$ cat config.mk
export PLATFORM = sky130hd
export DESIGN_NAME = uart_rx_os
export DESIGN_NICKNAME = d
export VERILOG_FILES = /design/src/rtl/uart_rx_os.sv
export SDC_FILE = /design/constraint.sdc
export NUM_CORES = 1
export LEC_CHECK = 0
export CAP_MARGIN = 15
export CELL_PAD_IN_SITES_DETAIL_PLACEMENT = 2
export CELL_PAD_IN_SITES_GLOBAL_PLACEMENT = 2
export CORE_MARGIN = 4
export CORE_UTILIZATION = 42
export CTS_CLUSTER_DIAMETER = 80
export DETAILED_ROUTE_END_ITERATION = 10
export DONT_BUFFER_PORTS = 1
export PLACE_DENSITY = 0.77
export REMOVE_ABC_BUFFERS = 1
export SLEW_MARGIN = 30
export SYNTH_ARGS = -nofsm -noshare
export SYNTH_HDL_FRONTEND = slang
export SYNTH_SLANG_ARGS = --single-unit
$ cat constraint.sdc
create_clock -name clk -period 3.3 [get_ports clk]
set_input_delay 0.165 -clock clk [delete_from_list [all_inputs] [get_ports clk]]
set_output_delay 0.165 -clock clk [all_outputs]
set_load 0.05 [all_outputs]
$ cat src/rtl/uart_rx_os.sv
// uart_rx_os: 16x-oversampled UART receiver (DBIT data bits LSB first, SB_TICK-tick stop bit).
// Optional macro UART_RX_PARITY_EN adds an even-parity bit between the data bits and the stop bit.
module uart_rx_os #(
    parameter int DBIT    = 8,
    parameter int SB_TICK = 16
) (
    input  logic       clk,
    input  logic       reset,
    input  logic       rx,
    input  logic       s_tick,
    output logic [7:0] data_out,
    output logic       rx_done_tick,
    output logic       framing_err,
    output logic       parity_err,
    output logic       busy
);

`ifdef UART_RX_PARITY_EN
    typedef enum logic [2:0] {IDLE, START, DATA, PARITY, STOP, BREAK} state_t;
`else
    typedef enum logic [2:0] {IDLE, START, DATA, STOP, BREAK} state_t;
`endif

    state_t            state_q;
    logic              rx_meta_q;
    logic              rx_s_q;
    logic [4:0]        tick_q;
    logic [4:0]        tick_d;
    logic [2:0]        bit_q;
    logic [DBIT-1:0]   shreg_q;
    logic [7:0]        data_out_q;
    logic              done_q;
    logic              ferr_q;

    assign tick_d = tick_q + 5'd1;

    // rx is asynchronous to clk; idle-high reset keeps a reset release from looking like a start bit
    always_ff @(posedge clk or posedge reset) begin
        if (reset) begin
            rx_meta_q <= 1'b1;
            rx_s_q    <= 1'b1;
        end else begin
            rx_meta_q <= rx;
            rx_s_q    <= rx_meta_q;
        end
    end

`ifdef UART_RX_PARITY_EN
    logic par_bit_q;
    logic perr_q;
`endif

    always_ff @(posedge clk or posedge reset) begin
        if (reset) begin
            state_q    <= IDLE;
            tick_q     <= '0;
            bit_q      <= '0;
            shreg_q    <= '0;
            data_out_q <= '0;
            done_q     <= 1'b0;
            ferr_q     <= 1'b0;
`ifdef UART_RX_PARITY_EN
            par_bit_q  <= 1'b0;
            perr_q     <= 1'b0;
`endif
        end else begin
            done_q <= 1'b0;
            case (state_q)
                IDLE: begin
                    if (!rx_s_q) begin
                        state_q <= START;
                        tick_q  <= '0;
                    end
                end
                START: begin
                    if (s_tick) begin
                        if (tick_q == 5'd7) begin
                            // mid start bit: a high line here was only a glitch
                            if (!rx_s_q) begin
                                state_q <= DATA;
                                tick_q  <= '0;
                                bit_q   <= '0;
                            end else begin
                                state_q <= IDLE;
                            end
                        end else begin
                            tick_q <= tick_d;
                        end
                    end
                end
                DATA: begin
                    if (s_tick) begin
                        if (tick_q == 5'd15) begin
                            tick_q  <= '0;
                            shreg_q <= {rx_s_q, shreg_q[DBIT-1:1]};
                            if (bit_q == 3'(DBIT - 1)) begin
`ifdef UART_RX_PARITY_EN
                                state_q <= PARITY;
`else
                                state_q <= STOP;
`endif
                            end else begin
                                bit_q <= bit_q + 3'd1;
                            end
                        end else begin
                            tick_q <= tick_d;
                        end
                    end
                end
`ifdef UART_RX_PARITY_EN
                PARITY: begin
                    if (s_tick) begin
                        if (tick_q == 5'd15) begin
                            tick_q    <= '0;
                            par_bit_q <= rx_s_q;
                            state_q   <= STOP;
                        end else begin
                            tick_q <= tick_d;
                        end
                    end
                end
`endif
                STOP: begin
                    if (s_tick) begin
                        if (tick_q == 5'(SB_TICK - 1)) begin
                            tick_q     <= '0;
                            done_q     <= 1'b1;
                            data_out_q <= 8'(shreg_q);
                            ferr_q     <= !rx_s_q;
`ifdef UART_RX_PARITY_EN
                            perr_q     <= par_bit_q ^ (^shreg_q);
`endif
                            // a low stop bit is delivered, then the line must go high again
                            state_q    <= rx_s_q ? IDLE : BREAK;
                        end else begin
                            tick_q <= tick_d;
                        end
                    end
                end
                BREAK: begin
                    if (rx_s_q) begin
                        state_q <= IDLE;
                    end
                end
                default: state_q <= IDLE;
            endcase
        end
    end

    assign data_out     = data_out_q;
    assign rx_done_tick = done_q;
    assign framing_err  = ferr_q;
    assign busy         = (state_q != IDLE);
`ifdef UART_RX_PARITY_EN
    assign parity_err   = perr_q;
`else
    assign parity_err   = 1'b0;
`endif

endmodule

==> results of run 1 <==
==> critical path, stage by stage (launching register included) <==
cell and delay, ns:
dfrtp_1 0.43, ha_1 0.26, nand3_1 0.14, inv_1 0.06, ha_1 0.24, nand2_1 0.13, or3_1 0.38, clkinv_1 0.39
nand2_1 0.20, nand2_1 0.07
==> cell usage after synthesis, types with 3 or more instances <==
cell type and count:
nand2_1 32, dfrtp_1 29, mux2_2 8, o21ai_0 8, inv_1 6, a21oi_1 5
ha_1 5, nor2_1 5, a31oi_1 4, nand3_1 4, or3_1 4, buf_4 3
clkbuf_1 3
==> path summary, 6_finish.rpt <==
kind                       cells after the start                   from  slack, ns                      end
setup / recovery                               9  tick_q[0]$_DFFE_PP0P_       0.90  data_out[7]$_DFFE_PP0P_
hold / removal                                 3                 s_tick       0.08   state_q[1]$_DFFE_PP0P_
setup reg to reg                               9  tick_q[0]$_DFFE_PP0P_       0.90  data_out[7]$_DFFE_PP0P_
hold reg to reg                                0    rx_meta_q$_DFF_PP1_       0.38         rx_s_q$_DFF_PP1_
max in group asynchronous                      3                  reset       2.36         rx_s_q$_DFF_PP1_
min in group asynchronous                      2                  reset       0.25  data_out[5]$_DFFE_PP0P_
==> final cells by class <==
cell class | count | share of cell area [%]
inverter | 7 | 1.63
tap | 46 | 3.58
sequential | 31 | 48.4
clock inverter | 1 | 0.467
multi-input combinational | 102 | 39.5
clock buffer | 7 | 4.05
timing repair buffer | 4 | 2.33
==> cells by family after synthesis <==
| kind of cell | count (synthesis) |
|---|---|
| multiplexers | 10 |
| AND/OR/NAND/NOR | 60 |
| adder cells (fa/ha/maj) | 5 |
| AO/OA/AOI/OAI | 26 |
| flip-flops | 31 |
| other | 1 |
| buffers and inverters | 16 |
==> flip-flops by register name, summed over array words and instances (netlist names) <==
| name | cells |
|---|---|
| rx_s_q | 1 |
| rx_done_tick | 1 |
| data_out | 8 |
| shreg_q | 8 |
| framing_err | 1 |
| bit_q | 3 |
| state_q | 3 |
| tick_q | 5 |
| rx_meta_q | 1 |
==> power breakdown <==
| part | internal (mW) | total [mW] | leakage (nW) | switching (mW) |
|---|---|---|---|---|
| Combinational | 0.112 | 0.266 | 0.333 | 0.154 |
| Sequential | 0.425 | 0.522 | 0.413 | 0.0975 |
| Clock | 0.124 | 0.256 | 0.0375 | 0.131 |
==> cells in the final DEF (no fill, tap or decap), types with 2 or more instances in the layout <==
| cell | Yosys | routed |
|---|---|---|
| or3_1 | 4 | 4 |
| nand3_1 | 4 | 4 |
| ha_1 | 5 | 5 |
| a31oi_1 | 4 | 4 |
| o22ai_1 | 2 | 2 |
| dfstp_2 | 2 | 2 |
| dfrtp_1 | 29 | 29 |
| inv_1 | 6 | 6 |
| o21ai_0 | 8 | 8 |
| clkbuf_4 | 0 | 5 |
| dlygate4sd3_1 | 0 | 3 |
| nor3_1 | 2 | 2 |
| nor4_1 | 2 | 2 |
| nor2_1 | 5 | 5 |
| mux2_2 | 8 | 8 |
| nand2b_1 | 2 | 2 |
| o31ai_1 | 2 | 2 |
| a21oi_1 | 5 | 5 |
| nand2_1 | 32 | 32 |
| clkbuf_8 | 0 | 2 |
==> layer usage <==
metal	vias to the layer above	GRT usage, %
li1	517	-
met1	555	22.7
met2	19	31.7
met3	6	4.66
met4	0	6.58
met5	-	0
==> results.sh, run 1 <==
export IMPL_synth_mux_area_fraction_pct=7.70
export IMPL_hp_class="input pin to flop"
export IMPL_h_tree_depth=2
export IMPL_clk_pin_slew_ns=0.10
export IMPL_clock_latency_ns=0.34
export IMPL_drc=0
export IMPL_clock_path_buffers=2
export IMPL_grt_start_max_net_pins=23
export IMPL_startpoint_type="flop"
export IMPL_start_util_pct=44.1
export IMPL_dr_wl_met2_um=1840
export IMPL_power_density_mw_per_mm2=649
export IMPL_cp_max_fo=12
export IMPL_async_flop_share_pct=100
export IMPL_synth_simple_area_share_pct=19.7
export IMPL_outcome="finished clean"
export IMPL_wl_um=3590
export IMPL_worstPathRequired_ns=3.52
export IMPL_rows=21
export IMPL_io_buffer_count=0
export IMPL_period_needed_ns=2.40
export IMPL_hold_viol=0
export IMPL_root_buffer="clkbuf_4"
export IMPL_utilization_pct=47.4
export IMPL_grt_setup_unrepaired="false"
export IMPL_tns_ns=0
export IMPL_wl_met1_um=1550
export IMPL_core_area_mm2=0.00339
export IMPL_synth_top_area_share_pct=48.5
export IMPL_cts_tree="done"
export IMPL_synth_cells=149
export IMPL_holdBufCountCts=3
export IMPL_fill_cells=368
export IMPL_area_sequential_um2=778
export IMPL_dpl_cell_area_mm2=0.00151
export IMPL_syn2layout_area_growth_pct=7.53
export IMPL_whs_ns=0.0775
export IMPL_wl_per_cell_um=18.1
export IMPL_die_x_um=67.7
export IMPL_dr_pass1_iters=3
export IMPL_ios=16
export IMPL_gp_congestion=0.771
export IMPL_top_layer_used="met4"
export IMPL_via_per_inst=5.54
export IMPL_synth_adder_area_share_pct=4.18
export IMPL_dp_hpwl_um=2620
export IMPL_critPathKind="flop to flop"
export IMPL_synth_area_leaders="dfrtp_1, nand2_1, mux2_2"
export IMPL_fin_worst_skew_ns=0.0139
export IMPL_dp_worst_setup_slack_ns=0.886
export IMPL_diodes=0
export IMPL_grt_pass1_vias=1186
export IMPL_synth_seq_cells=31
export IMPL_endpoint_kind="flop"
export IMPL_gr_total_overflow=0
export IMPL_post_cts_buffers=0
export IMPL_dieArea_mm2=0.00458
export IMPL_cts_resized_gates=0
export IMPL_multiInputGateArea_um2=636
export IMPL_maxCapViolations=0
export IMPL_nNetsFinal=160
export IMPL_layout_drive_gt1_share_pct=13.8
export IMPL_synth_main_ff_cell="dfrtp_1"
export IMPL_power_leakage_nw=0.784
export IMPL_fmax_ghz=0.417
export IMPL_synth_compound_area_share_pct=10.7
export IMPL_die_y_um=67.7
export IMPL_antenna_found_initial=0
export IMPL_synth_area_mm2=0.00150
export IMPL_ir_drop_mv=0.306
export IMPL_cts_sinks=31
export IMPL_ys_types=39
export IMPL_fin_area_mm2=0.00161
export IMPL_dr_total_vias=1097
export IMPL_power_mw=1.04
export IMPL_yosys_warnings=0
export IMPL_synth_top_family_by_area="simple AND/OR/NAND/NOR gates"
export IMPL_synth_top_cell_by_area="dfrtp_1"
export IMPL_synth_xor_xnor_area_share_pct=0
export IMPL_cp_arrival_ns=2.62
export IMPL_dp_cells=187
export IMPL_grt_pass1_wl_um=6140
export IMPL_routed_wl_met3_um=140
export IMPL_grt_total_usage_pct=18.6
export IMPL_cts_buffers=5
export IMPL_slew_viol_final=0
export IMPL_seq_area_frac_synth_pct=52.1
export IMPL_fin_crit_sh_pct=72.7
export IMPL_synth_avg_cell_area_um2=10.0
export IMPL_synth_edf_count=0
export IMPL_drtIter0Drc=28
export IMPL_worst_slack_ns=0.900
export IMPL_ant_nets=0
export IMPL_setup_viol=0
export IMPL_fin_cells=198
No activity file was read; power rests on OpenSTA's default activity.
==> run 2, diff against run 1 <==
--- a/config.mk
+++ b/config.mk
@@ -9,11 +9,11 @@
 export CELL_PAD_IN_SITES_DETAIL_PLACEMENT = 2
 export CELL_PAD_IN_SITES_GLOBAL_PLACEMENT = 2
 export CORE_MARGIN = 4
-export CORE_UTILIZATION = 42
+export CORE_UTILIZATION = 39
 export CTS_CLUSTER_DIAMETER = 80
 export DETAILED_ROUTE_END_ITERATION = 10
 export DONT_BUFFER_PORTS = 1
-export PLACE_DENSITY = 0.77
+export PLACE_DENSITY = 0.72
 export REMOVE_ABC_BUFFERS = 1
 export SLEW_MARGIN = 30
 export SYNTH_ARGS = -nofsm -noshare
==> constraint.sdc (replaced) <==
create_clock -name clk -period 2.22 [get_ports clk]
set_input_delay 0.111 -clock clk [delete_from_list [all_inputs] [get_ports clk]]
set_output_delay 0.111 -clock clk [all_outputs]
set_load 0.05 [all_outputs]
==> run 2 against run 1 <==
Compared with the run above: via count is 7.3% higher; sequential power is 44% higher; setup slack worse by 0.81 ns; largest cell class unchanged; first-iteration DRC count is 61% higher; sequential share of layout area is 3.2 points lower; sequential cell count stayed put; clock-buffer cell count is 1 lower; critical path type unchanged; highest routed layer unchanged; register-to-register slack worse by 0.81 ns; global-route usage is 1.7 points lower; combinational power is 100% higher; utilization is 0.69 points lower; non-clock buffer count is 7 higher.
==> results.sh, run 2 (synthesis gave the netlist of run 1 again) <==
export IMPL_outcome="finished clean"
export IMPL_io_buffer_count=0
export IMPL_critPathKind="flop to flop"
export IMPL_grt_total_usage_pct=16.9
export IMPL_start_util_pct=40.5
export IMPL_antenna_found_initial=0
export IMPL_drc=0
export IMPL_dr_pass1_iters=4
export IMPL_drtIter0Drc=45
export IMPL_hp_class="input pin to flop"
export IMPL_dp_cells=193
export IMPL_rrSetupSlack_ns=0.09
export IMPL_ant_nets=0
export IMPL_ir_drop_mv=0.552
export IMPL_r2r_start="tick_q[1]$_DFFE_PP0P_"
export IMPL_ios=16
export IMPL_power_mw=1.87
export IMPL_fmax_ghz=0.469
export IMPL_diodes=0
export IMPL_core_area_mm2=0.00369
export IMPL_cts_tree="done"
export IMPL_worstPathRequired_ns=2.39
export IMPL_final_common_cell="nand2_1"
export IMPL_maxCapViolations=0
export IMPL_die_y_um=69.9
export IMPL_crit_start="tick_q[1]$_DFFE_PP0P_"
export IMPL_whs_ns=0.0806
export IMPL_rows=22
export IMPL_tightest_slew_ns=0.585
export IMPL_min_from="s_tick"
export IMPL_dieArea_mm2=0.00489
export IMPL_cts_buffers=5
export IMPL_fin_crit_sh_pct=96.1
export IMPL_power_density_mw_per_mm2=1090
export IMPL_via_per_inst=5.69
export IMPL_layout_drive_gt1_share_pct=19.5
export IMPL_grt_pass1_vias=1272
export IMPL_nNetsFinal=167
export IMPL_root_buffer="clkbuf_8"
export IMPL_worstSetupEndpoint="bit_q[0]$_DFFE_PP0P_"
export IMPL_setup_viol=0
export IMPL_gp_congestion=0.820
export IMPL_cp_max_fo=6
export IMPL_grt_pass1_wl_um=6400
export IMPL_fin_worst_skew_ns=0.00416
export IMPL_regToRegEndpoint="bit_q[0]$_DFFE_PP0P_"
export IMPL_hold_viol=0
export IMPL_slew_headroom_pct=61.0
export IMPL_dp_hpwl_um=2580
export IMPL_cp_arrival_ns=2.30
export IMPL_hold_depth=3
export IMPL_die_x_um=69.9
export IMPL_clock_path_buffers=2
export IMPL_layout_common_cells="nand2_1, dfrtp_1, mux2_2, o21ai_0, buf_4"
export IMPL_slew_viol_final=0
export IMPL_wl_per_cell_um=18.8
export IMPL_tns_ns=0
export IMPL_endpoint_kind="flop"
export IMPL_syn2layout_area_growth_pct=15.3
export IMPL_dr_total_vias=1177
export IMPL_wl_um=3890
export IMPL_clock_latency_ns=0.28
export IMPL_startpoint_type="flop"
export IMPL_gr_total_overflow=0
export IMPL_fin_cells=207
export IMPL_clk_pin_slew_ns=0.07
export IMPL_power_leakage_nw=0.838
export IMPL_reg2reg_depth=8
export IMPL_h_tree_depth=2
export IMPL_period_needed_ns=2.13
export IMPL_cts_sinks=31
export IMPL_grt_start_max_net_pins=18
-- run 2: cell types whose count changed in the layout (fill, tap and decap cells not counted), moves of 2 or more --
| cell | delta |
|---|---|
| buf_4 | +7 |
| clkbuf_8 | +4 |
| ha_1 | -2 |
| clkbuf_4 | -5 |
-- run 2: worst min path at each step --
stage                     slack [ns]                     end
after floorplan                 0.12     rx_meta_q$_DFF_PP1_
after global placement          0.08  state_q[1]$_DFFE_PP0P_
after detailed placement         0.1    bit_q[0]$_DFFE_PP0P_
after CTS                       0.08  state_q[1]$_DFFE_PP0P_
after global routing            0.12  state_q[1]$_DFFE_PP0P_
final                           0.08  state_q[1]$_DFFE_PP0P_
-- run 2: timing repair --
action / in CTS / in global routing
buffers inserted: 0 / 3
hold buffers: 3 / 0
setup endpoints to repair: 1 / 12
pin swaps: 0 / 0
resized for setup: 1 / 3
hold endpoints to repair: 14 / 0
-- run 2: worst max-delay path, cell delays in order (launching register included) --
cell and delay, ns:
dfrtp_1 0.41, ha_4 0.18, nand3_1 0.13, inv_1 0.09, ha_2 0.21, and2_1 0.16
a31oi_1 0.13, or3_4 0.40, mux2_4 0.30
-- run 2: cell type report --
| cell class | instances | area [um^2] |
|---|---|---|
| multi-input cells | 102 | 651 |
| clock inverters | 2 | 35.0 |
| fillers | 404 | 1960 |
| repair buffers | 11 | 90.1 |
| well taps | 48 | 60.1 |
| flip-flops and latches | 31 | 779 |
| clock buffers | 6 | 82.6 |
| inverters | 7 | 26.3 |
-- run 2: metrics by stage --
step | cell area, um^2 | setup WS, ns | utilization, %
floorplan | 1440 | 0.230 | -
global placement | 1540 | 0.128 | 41.7
detailed placement | 1540 | 0.0427 | 41.7
CTS | 1690 | 0.0189 | 45.8
global route | 1720 | -0.0180 | 46.7
finish | 1720 | 0.0867 | 46.7
-- run 2: power breakdown --
part	switching, mW	internal, mW
combinational	0.308	0.231
sequential	0.120	0.634
clock	0.216	0.363
-- run 2: layer usage --
| metal | share of wire, % | track usage (%) |
|---|---|---|
| met5 | 0 | 0 |
| met1 | 42 | 20.6 |
| met4 | 1.4 | 5.74 |
| met2 | 53 | 29.3 |
| met3 | 3.0 | 4.03 |
